**config.mk**
```make
export PLATFORM = sky130hd
export DESIGN_NAME = uart_io_ctrl
export DESIGN_NICKNAME = d
export VERILOG_FILES = /design/src/rtl/uart_io_ctrl_pkg.sv /design/src/rtl/uart_io_ctrl_rx_fifo.sv /design/src/rtl/uart_io_ctrl.sv
export SDC_FILE = /design/constraint.sdc
export NUM_CORES = 1
export LEC_CHECK = 0
export ABC_CLOCK_PERIOD_IN_PS = 3200
export BUFFER_PORTS_ARGS = -buffer_cell sky130_fd_sc_hd__buf_2
export CAP_MARGIN = 40
export CORE_MARGIN = 3
export CORE_UTILIZATION = 53
export DETAILED_ROUTE_END_ITERATION = 12
export PLACE_DENSITY = 0.76
export SYNTH_ARGS = -nofsm -noshare
export SYNTH_HDL_FRONTEND = slang
export SYNTH_HIERARCHICAL = 1
export SYNTH_SLANG_ARGS = --single-unit
```
**constraint.sdc**
```tcl
create_clock -name clk -period 3.2 [get_ports clk]
set_clock_uncertainty 0.1 [all_clocks]
set_input_delay 0.48 -clock clk [delete_from_list [all_inputs] [get_ports clk]]
set_output_delay 0.48 -clock clk [all_outputs]
set_load 0.02 [all_outputs]
```
**src/rtl/uart_io_ctrl_pkg.sv**
```systemverilog
// Shared types and helpers for the UART request responder: engine state encodings,
// byte-count constants and the byte-lane placement helper.
package uart_io_ctrl_pkg;

    typedef enum logic [1:0] {
        T_IDLE = 2'd0,
        T_SEND = 2'd1,
        T_DONE = 2'd2
    } tx_state_t;

    typedef enum logic [1:0] {
        R_IDLE    = 2'd0,
        R_COLLECT = 2'd1,
        R_DONE    = 2'd2
    } rx_state_t;

    // Request size fields carry "byte count minus one"
    localparam logic [1:0] IO_SZ_1 = 2'd0;
    localparam logic [1:0] IO_SZ_2 = 2'd1;
    localparam logic [1:0] IO_SZ_3 = 2'd2;
    localparam logic [1:0] IO_SZ_4 = 2'd3;

    function automatic logic [31:0] byte_lane(input logic [7:0] data, input logic [1:0] lane);
        byte_lane = 32'(data) << {lane, 3'b000};
    endfunction

endpackage

```
**src/rtl/uart_io_ctrl_rx_fifo.sv**
```systemverilog
// Byte-wide synchronous FIFO buffering received UART bytes until an IN request drains them.
module uart_rx_fifo #(
    parameter int AW = 4
) (
    input  logic       clk,
    input  logic       rst,
    input  logic       push,
    input  logic       pop,
    input  logic [7:0] wdata,
    output logic [7:0] rdata,
    output logic       full,
    output logic       empty
);

    logic [7:0]  mem [2**AW];
    logic [AW:0] wptr;
    logic [AW:0] rptr;
    logic        do_push;
    logic        do_pop;

    // Extra pointer bit distinguishes full from empty when the low bits match
    assign empty   = (wptr == rptr);
    assign full    = (wptr[AW] != rptr[AW]) && (wptr[AW-1:0] == rptr[AW-1:0]);
    assign do_pop  = pop && !empty;
    assign do_push = push && (!full || do_pop);
    assign rdata   = mem[rptr[AW-1:0]];

    always_ff @(posedge clk) begin
        if (rst) begin
            wptr <= '0;
            rptr <= '0;
        end else begin
            if (do_push) wptr <= wptr + 1'b1;
            if (do_pop)  rptr <= rptr + 1'b1;
        end
    end

    always_ff @(posedge clk) begin
        if (do_push) mem[wptr[AW-1:0]] <= wdata;
    end

endmodule

```
**src/rtl/uart_io_ctrl.sv**
```systemverilog
// Responder for exec-stage UART OUT/IN requests: splits OUT words into bytes for the
// transmitter and packs buffered received bytes into IN words, little-endian.
module uart_io_ctrl
    import uart_io_ctrl_pkg::*;
#(
    parameter int RXF_AW = 4
) (
    input  logic        clk,
    input  logic        rst,
    input  logic        uart_wenable,
    input  logic [1:0]  uart_wsz,
    input  logic [31:0] uart_wd,
    output logic        uart_wdone,
    input  logic        uart_renable,
    input  logic [1:0]  uart_rsz,
    output logic [31:0] uart_rd,
    output logic        uart_rdone,
    output logic [7:0]  tx_data,
    output logic        tx_valid,
    input  logic        tx_ready,
    input  logic [7:0]  rx_data,
    input  logic        rx_valid,
    output logic        rx_overrun
);

    tx_state_t   tx_state;
    tx_state_t   tx_next;
    logic [31:0] tx_word;
    logic [1:0]  tx_cnt;

    rx_state_t   rx_state;
    rx_state_t   rx_next;
    logic [31:0] rx_asm;
    logic [31:0] rx_asm_next;
    logic [1:0]  rx_cnt;
    logic [1:0]  rx_sz;
    logic [1:0]  rx_idx;
    logic [31:0] rd_q;
    logic        rx_pop;

    logic [7:0]  fifo_rdata;
    logic        fifo_full;
    logic        fifo_empty;

    uart_rx_fifo #(.AW(RXF_AW)) u_rx_fifo (
        .clk   (clk),
        .rst   (rst),
        .push  (rx_valid),
        .pop   (rx_pop),
        .wdata (rx_data),
        .rdata (fifo_rdata),
        .full  (fifo_full),
        .empty (fifo_empty)
    );

    always_ff @(posedge clk) begin
        if (rst) tx_state <= T_IDLE;
        else     tx_state <= tx_next;
    end

    always_comb begin
        tx_next    = tx_state;
        tx_valid   = 1'b0;
        tx_data    = 8'h00;
        uart_wdone = 1'b0;
        case (tx_state)
            T_IDLE: if (uart_wenable) tx_next = T_SEND;
            T_SEND: begin
                tx_valid = 1'b1;
                tx_data  = tx_word[7:0];
                if (tx_ready && tx_cnt == IO_SZ_1) tx_next = T_DONE;
            end
            T_DONE: begin
                uart_wdone = 1'b1;
                tx_next    = T_IDLE;
            end
            default: tx_next = T_IDLE;
        endcase
    end

    // Low byte is always the one on the wire; shift down after each accepted byte
    always_ff @(posedge clk) begin
        if (rst) begin
            tx_word <= '0;
            tx_cnt  <= '0;
        end else if (tx_state == T_IDLE && uart_wenable) begin
            tx_word <= uart_wd;
            tx_cnt  <= uart_wsz;
        end else if (tx_state == T_SEND && tx_ready) begin
            tx_word <= {8'h00, tx_word[31:8]};
            tx_cnt  <= tx_cnt - 1'b1;
        end
    end

    always_ff @(posedge clk) begin
        if (rst) rx_state <= R_IDLE;
        else     rx_state <= rx_next;
    end

    always_comb begin
        rx_next    = rx_state;
        rx_pop     = 1'b0;
        uart_rdone = 1'b0;
        case (rx_state)
            R_IDLE: if (uart_renable) rx_next = R_COLLECT;
            R_COLLECT: begin
                if (!fifo_empty) begin
                    rx_pop = 1'b1;
                    if (rx_cnt == IO_SZ_1) rx_next = R_DONE;
                end
            end
            R_DONE: begin
                uart_rdone = 1'b1;
                rx_next    = R_IDLE;
            end
            default: rx_next = R_IDLE;
        endcase
    end

    assign rx_idx      = rx_sz - rx_cnt;
    assign rx_asm_next = rx_asm | byte_lane(fifo_rdata, rx_idx);

    // Result register is loaded on the last pop so it is valid alongside rdone
    always_ff @(posedge clk) begin
        if (rst) begin
            rx_asm     <= '0;
            rx_cnt     <= '0;
            rx_sz      <= '0;
            rd_q       <= '0;
            rx_overrun <= 1'b0;
        end else begin
            if (rx_state == R_IDLE && uart_renable) begin
                rx_asm <= '0;
                rx_cnt <= uart_rsz;
                rx_sz  <= uart_rsz;
            end else if (rx_pop) begin
                rx_asm <= rx_asm_next;
                rx_cnt <= rx_cnt - 1'b1;
                if (rx_cnt == IO_SZ_1) rd_q <= rx_asm_next;
            end
            if (rx_valid && fifo_full && !rx_pop) rx_overrun <= 1'b1;
        end
    end

    assign uart_rd = rd_q;

endmodule

```
==> impl_results.html <==
<table>
<tr><th>Metric</th><th>Value</th></tr>
<tr><th colspan="2">Detailed routing</th></tr>
<tr><td>Total wire length after detailed routing</td><td>23000 microns</td></tr>
<tr><td>Per-cell via count in the routed design</td><td>5.96</td></tr>
<tr><td>Average wire length per cell after detail routing</td><td>20.8 microns</td></tr>
<tr><td>TritonRoute pass-1 iters</td><td>5</td></tr>
<tr><td>Via count of the routed design</td><td>6598</td></tr>
<tr><td>ANT nets after route</td><td>0</td></tr>
<tr><td>Initial DRC count</td><td>544</td></tr>
<tr><td>Remaining design rule violation count</td><td>0</td></tr>
<tr><th colspan="2">Critical path</th></tr>
<tr><td>Worst Setup Path Type</td><td>reg2reg</td></tr>
<tr><td>Reg2Reg Capture Point</td><td>u_rx_fifo/mem[7][0]</td></tr>
<tr><td>Startpoint types</td><td>flip-flop</td></tr>
<tr><td>Capturing element type of the critical path</td><td>flip-flop</td></tr>
<tr><td>Critical path, cell by cell</td><td>xor2_1 &gt; nor4_4 &gt; and2_1 &gt; or3b_1 &gt; inv_1 &gt; nor2_1 &gt; a21o_1 &gt; nor2b_1</td></tr>
<tr><td>Path depth of the worst reg2reg path</td><td>8</td></tr>
<tr><td>Reg-to-reg slack, setup</td><td>between 200 and 250 ps</td></tr>
<tr><td>Slowest cell on the critical path</td><td>sky130_fd_sc_hd__nor2b_1</td></tr>
<tr><td>Launching point of the worst reg2reg path</td><td>u_rx_fifo/wptr[0]</td></tr>
<tr><td>Delay of the slowest critical-path stage</td><td>between 600 and 700 ps</td></tr>
<tr><td>Data required, critical path</td><td>approximately 3200 ps</td></tr>
<tr><td>Highest fanout seen on the critical path</td><td>8</td></tr>
<tr><td>Critical path arrival</td><td>3020 ps</td></tr>
<tr><th colspan="2">Synthesis</th></tr>
<tr><td>Most frequently used flop master after synthesis</td><td>sky130_fd_sc_hd__edfxtp_1</td></tr>
<tr><td>Number of enable-type register cells in the synthesized netlist</td><td>approximately 130</td></tr>
<tr><td>Dominant cells by area after synthesis</td><td>sky130_fd_sc_hd__edfxtp_1 (37%), sky130_fd_sc_hd__dfxtp_1 (24%), sky130_fd_sc_hd__mux4_1 (8.2%)</td></tr>
<tr><td>Mean cell area of the mapped netlist</td><td>13.9 sq um</td></tr>
<tr><td>Most instantiated library cell after synthesis</td><td>sky130_fd_sc_hd__edfxtp_1</td></tr>
<tr><td>Synthesized flop and latch total</td><td>between 200 and 250</td></tr>
<tr><td>Most instantiated cells after synthesis</td><td>sky130_fd_sc_hd__edfxtp_1 (128), sky130_fd_sc_hd__dfxtp_1 (121), sky130_fd_sc_hd__nor2_1 (50)</td></tr>
<tr><td>Cell type contributing the most total cell area after synthesis</td><td>sky130_fd_sc_hd__edfxtp_1</td></tr>
<tr><td>Seq/Total Area, Yosys</td><td>0.608</td></tr>
<tr><td>Summed instance area of the synthesized netlist</td><td>between 0.01 and 0.015 sq mm</td></tr>
<tr><td>Synthesis warning total</td><td>6</td></tr>
<tr><td>Post-synthesis cell type count</td><td>55</td></tr>
<tr><td>Post-Syn Nets</td><td>800</td></tr>
<tr><td>Area share of the leading cell type in the synthesized netlist</td><td>0.373</td></tr>
<tr><td>Cell count after synthesis</td><td>742</td></tr>
<tr><td>Async S/R FF share, synth</td><td>0</td></tr>
<tr><th colspan="2">Global route</th></tr>
<tr><td>Maximum number of pins on one net before global-route repair</td><td>36</td></tr>
<tr><td>Wire length of the first global-routing pass</td><td>36500 microns</td></tr>
<tr><td>Sum of overflow across all layers after global routing</td><td>0</td></tr>
<tr><td>Overall Global Routing Usage</td><td>0.217</td></tr>
<tr><td>Number of global-route vias before repair</td><td>between 6000 and 7000</td></tr>
<tr><td>Antenna violations before repair</td><td>0</td></tr>
<tr><th colspan="2">Clocking</th></tr>
<tr><td>Number of buffers inserted for hold repair after clock tree synthesis</td><td>0</td></tr>
<tr><td>Largest buffer count on any clock path</td><td>3</td></tr>
<tr><td>CTS sink cnt</td><td>between 200 and 250</td></tr>
<tr><td>Root buffer selected by CTS</td><td>sky130_fd_sc_hd__clkbuf_16</td></tr>
<tr><td>Clock-pin slew reported for the worst setup and hold paths after clock tree synthesis</td><td>~60 ps</td></tr>
<tr><td>Count of cells resized by post-cts repair</td><td>0</td></tr>
<tr><td>Setup fix buffers added after clock tree synthesis</td><td>0</td></tr>
<tr><td>Number of CTS-inserted buffers</td><td>25</td></tr>
<tr><td>Clk Latency, worst-skew pair</td><td>510 ps</td></tr>
<tr><td>TritonCTS clock tree</td><td>yes</td></tr>
<tr><td>H-tree depth</td><td>1</td></tr>
<tr><th colspan="2">Timing</th></tr>
<tr><td>Worst-margin pin slew</td><td>869 ps</td></tr>
<tr><td>Worst max-slew margin expressed relative to the limit</td><td>0.420</td></tr>
<tr><td>Crit share post-route</td><td>0.936</td></tr>
<tr><td>Achievable clock frequency</td><td>334 MHz</td></tr>
<tr><td>Final critical-path required period</td><td>3000 ps</td></tr>
<tr><td>Number of max-slew violations in the final report</td><td>0</td></tr>
<tr><td>Final setup TNS</td><td>0 ps</td></tr>
<tr><td>Setup repair after global routing missed its margin</td><td>false</td></tr>
<tr><td>Setup-failing EPs final</td><td>0</td></tr>
<tr><td>Hold violation total from the final report</td><td>0</td></tr>
<tr><td>Tightest hold margin</td><td>between 100 and 150 ps</td></tr>
<tr><th colspan="2">Outcome</th></tr>
<tr><td>Outcome</td><td>completed</td></tr>
<tr><th colspan="2">Die</th></tr>
<tr><td>Height of the die</td><td>~150 microns</td></tr>
<tr><td>Initial core utilization</td><td>0.545</td></tr>
<tr><td>Ports placed on the boundary</td><td>94</td></tr>
<tr><td>Placement row count</td><td>50</td></tr>
<tr><td>Full die area</td><td>0.0211 sq mm</td></tr>
<tr><td>Total core area</td><td>approximately 0.019 sq mm</td></tr>
<tr><td>Die width</td><td>145 microns</td></tr>
<tr><th colspan="2">Layout</th></tr>
<tr><td>Count of filler cells inserted in the layout</td><td>1425</td></tr>
<tr><td>Area of all sequential standard cells</td><td>roughly 0.0063 sq mm</td></tr>
<tr><td>Combined area of the multi-input logic cells</td><td>0.00362 sq mm</td></tr>
<tr><td>P&amp;R area growth vs syn</td><td>14.6%</td></tr>
<tr><td>Fraction of final layout cells sized beyond drive strength 1</td><td>0.227</td></tr>
<tr><td>Nets</td><td>a little under 900</td></tr>
<tr><td>Final antenna diode count</td><td>0</td></tr>
<tr><th colspan="2">Pwr</th></tr>
<tr><td>Leakage Power</td><td>4.21 nW</td></tr>
<tr><td>Largest voltage drop on the vdd net</td><td>447 uV</td></tr>
<tr><td>Power density over the cells</td><td>619 mW/mm^2</td></tr>
<tr><th colspan="2">Placement</th></tr>
<tr><td>HPWL Detailed</td><td>14700 microns</td></tr>
<tr><td>Routability Congestion</td><td>around 0.84</td></tr>
<tr><td>Count of buffers inserted at the top-level ports</td><td>93</td></tr>
<tr><th colspan="2">Job</th></tr>
<tr><td>MaxCap Viol Count</td><td>0</td></tr>
<tr><th colspan="2">Worst hold path</th></tr>
<tr><td>Cell count of the worst hold path</td><td>3</td></tr>
<tr><td>Hold WC Path Type</td><td>in2reg</td></tr>
<tr><td>Source of the worst hold timing path</td><td>uart_wd[30]</td></tr>
<tr><td>Endpoint with the worst hold slack</td><td>tx_word[30]</td></tr>
</table>
[logic make-up after synthesis]
logic type,after synthesis,synth area share
AOI/OAI and AO/OA,149,0.120
xor gates and xnor gates,15,0.0165
adders and majority gates,8,0.00972
buffers and inverters,90,0.0422
DFF,249,0.608
muxes,44,0.103
and+or+nand+nor,187,0.100
[stage by stage]
| stage | utilization | power (W) | setup WS, ps | cells | cell area [sq um] |
|---|---|---|---|---|---|
| 3_5_place_dp | 0.582 | 0.00451 | 227 | 1063 | 11000 |
| 4_1_cts | 0.625 | 0.00736 | 222 | 1107 | 11800 |
| 5_1_grt | 0.625 | 0.00759 | 36.9 | 1107 | 11800 |
| 6_report | 0.625 | 0.00730 | 203 | 1107 | 11800 |
| 2_1_floorplan | - | 0.00424 | 131 | 742 | 10300 |
| 3_3_place_gp | 0.581 | 0.00450 | 258 | 1061 | 11000 |
[cells in the final DEF (no fill, tap or decap), types with 4 or more instances in the layout]
master / synthesis / routed
sky130_fd_sc_hd__nor2b_1: 8 / 8
sky130_fd_sc_hd__clkinv_1: 2 / 5
sky130_fd_sc_hd__nand2_1: 25 / 25
sky130_fd_sc_hd__clkbuf_16: 0 / 26
sky130_fd_sc_hd__dfxtp_1: 121 / 121
sky130_fd_sc_hd__and2_1: 10 / 10
sky130_fd_sc_hd__a221oi_1: 5 / 5
sky130_fd_sc_hd__nor2_1: 50 / 49
sky130_fd_sc_hd__inv_1: 33 / 33
sky130_fd_sc_hd__edfxtp_1: 128 / 128
sky130_fd_sc_hd__a311oi_1: 32 / 32
sky130_fd_sc_hd__a221oi_2: 20 / 20
sky130_fd_sc_hd__ha_1: 8 / 8
sky130_fd_sc_hd__buf_2: 10 / 93
sky130_fd_sc_hd__o21ai_0: 34 / 34
sky130_fd_sc_hd__nor3_1: 34 / 34
sky130_fd_sc_hd__clkinv_2: 0 / 5
sky130_fd_sc_hd__mux4_2: 8 / 8
sky130_fd_sc_hd__xnor2_1: 7 / 7
sky130_fd_sc_hd__mux4_1: 32 / 32
sky130_fd_sc_hd__and3_1: 12 / 12
sky130_fd_sc_hd__clkbuf_1: 29 / 4
sky130_fd_sc_hd__xor2_1: 5 / 5
sky130_fd_sc_hd__nand3b_1: 27 / 27
sky130_fd_sc_hd__o2bb2ai_1: 31 / 31
sky130_fd_sc_hd__buf_4: 2 / 22
sky130_fd_sc_hd__a21oi_1: 18 / 18
[where the power goes]
part,internal (W),leakage [nW],switching [W]
registers,0.00349,2.14,0.0000770
clock network,0.00171,0.399,0.00114
logic,0.000330,1.67,0.000559
total,0.00552,4.21,0.00178
[registers in the layout, indices dropped and copies added (netlist names), named ones only]
name / flops
u_rx_fifo/wptr: 5
u_rx_fifo/mem: 128
rx_overrun: 1
rx_sz: 2
rx_asm: 32
tx_cnt: 2
uart_rd: 32
rx_cnt: 2
tx_word: 32
u_rx_fifo/rptr: 5
tx_state: 2
rx_state: 2
[worst max-delay path, delay by kind of cell (launching register included)]
kind	cells	cell delay, ps
AO/OA/AOI/OAI	1	260
buffers and inverters	1	90
flip-flops	1	470
XOR/XNOR	1	270
AND/OR/NAND/NOR	5	1430
[worst max-delay path by stage]
stage                 startpoint              endpoint  depth (start not counted)
2_1_floorplan  u_rx_fifo/wptr[2]  u_rx_fifo/mem[11][0]                          9
3_3_place_gp   u_rx_fifo/wptr[0]   u_rx_fifo/mem[3][1]                          8
3_5_place_dp   u_rx_fifo/wptr[0]   u_rx_fifo/mem[7][5]                          8
4_1_cts        u_rx_fifo/wptr[0]   u_rx_fifo/mem[7][0]                          8
5_1_grt        u_rx_fifo/wptr[0]   u_rx_fifo/mem[7][0]                          8
6_report       u_rx_fifo/wptr[0]   u_rx_fifo/mem[7][0]                          8
[routing by layer]
metal  vias to the layer above  wire, microns  GRT usage
met1                      3243           9650      0.303
li1                       3059              -          -
met2                       256          11200      0.357
met4                         0            552     0.0541
met3                        40           1630     0.0396
met5                         -              0          0
[area by class of cell]
class	count	area share
flip-flops and latches	249	0.531
well taps	260	0.0276
clock inverters	11	0.00880
inverters	35	0.0111
multi-input cells	403	0.307
clock buffers	33	0.0599
repair buffers	116	0.0551
Note: power is estimated with default switching activity, not from simulation.
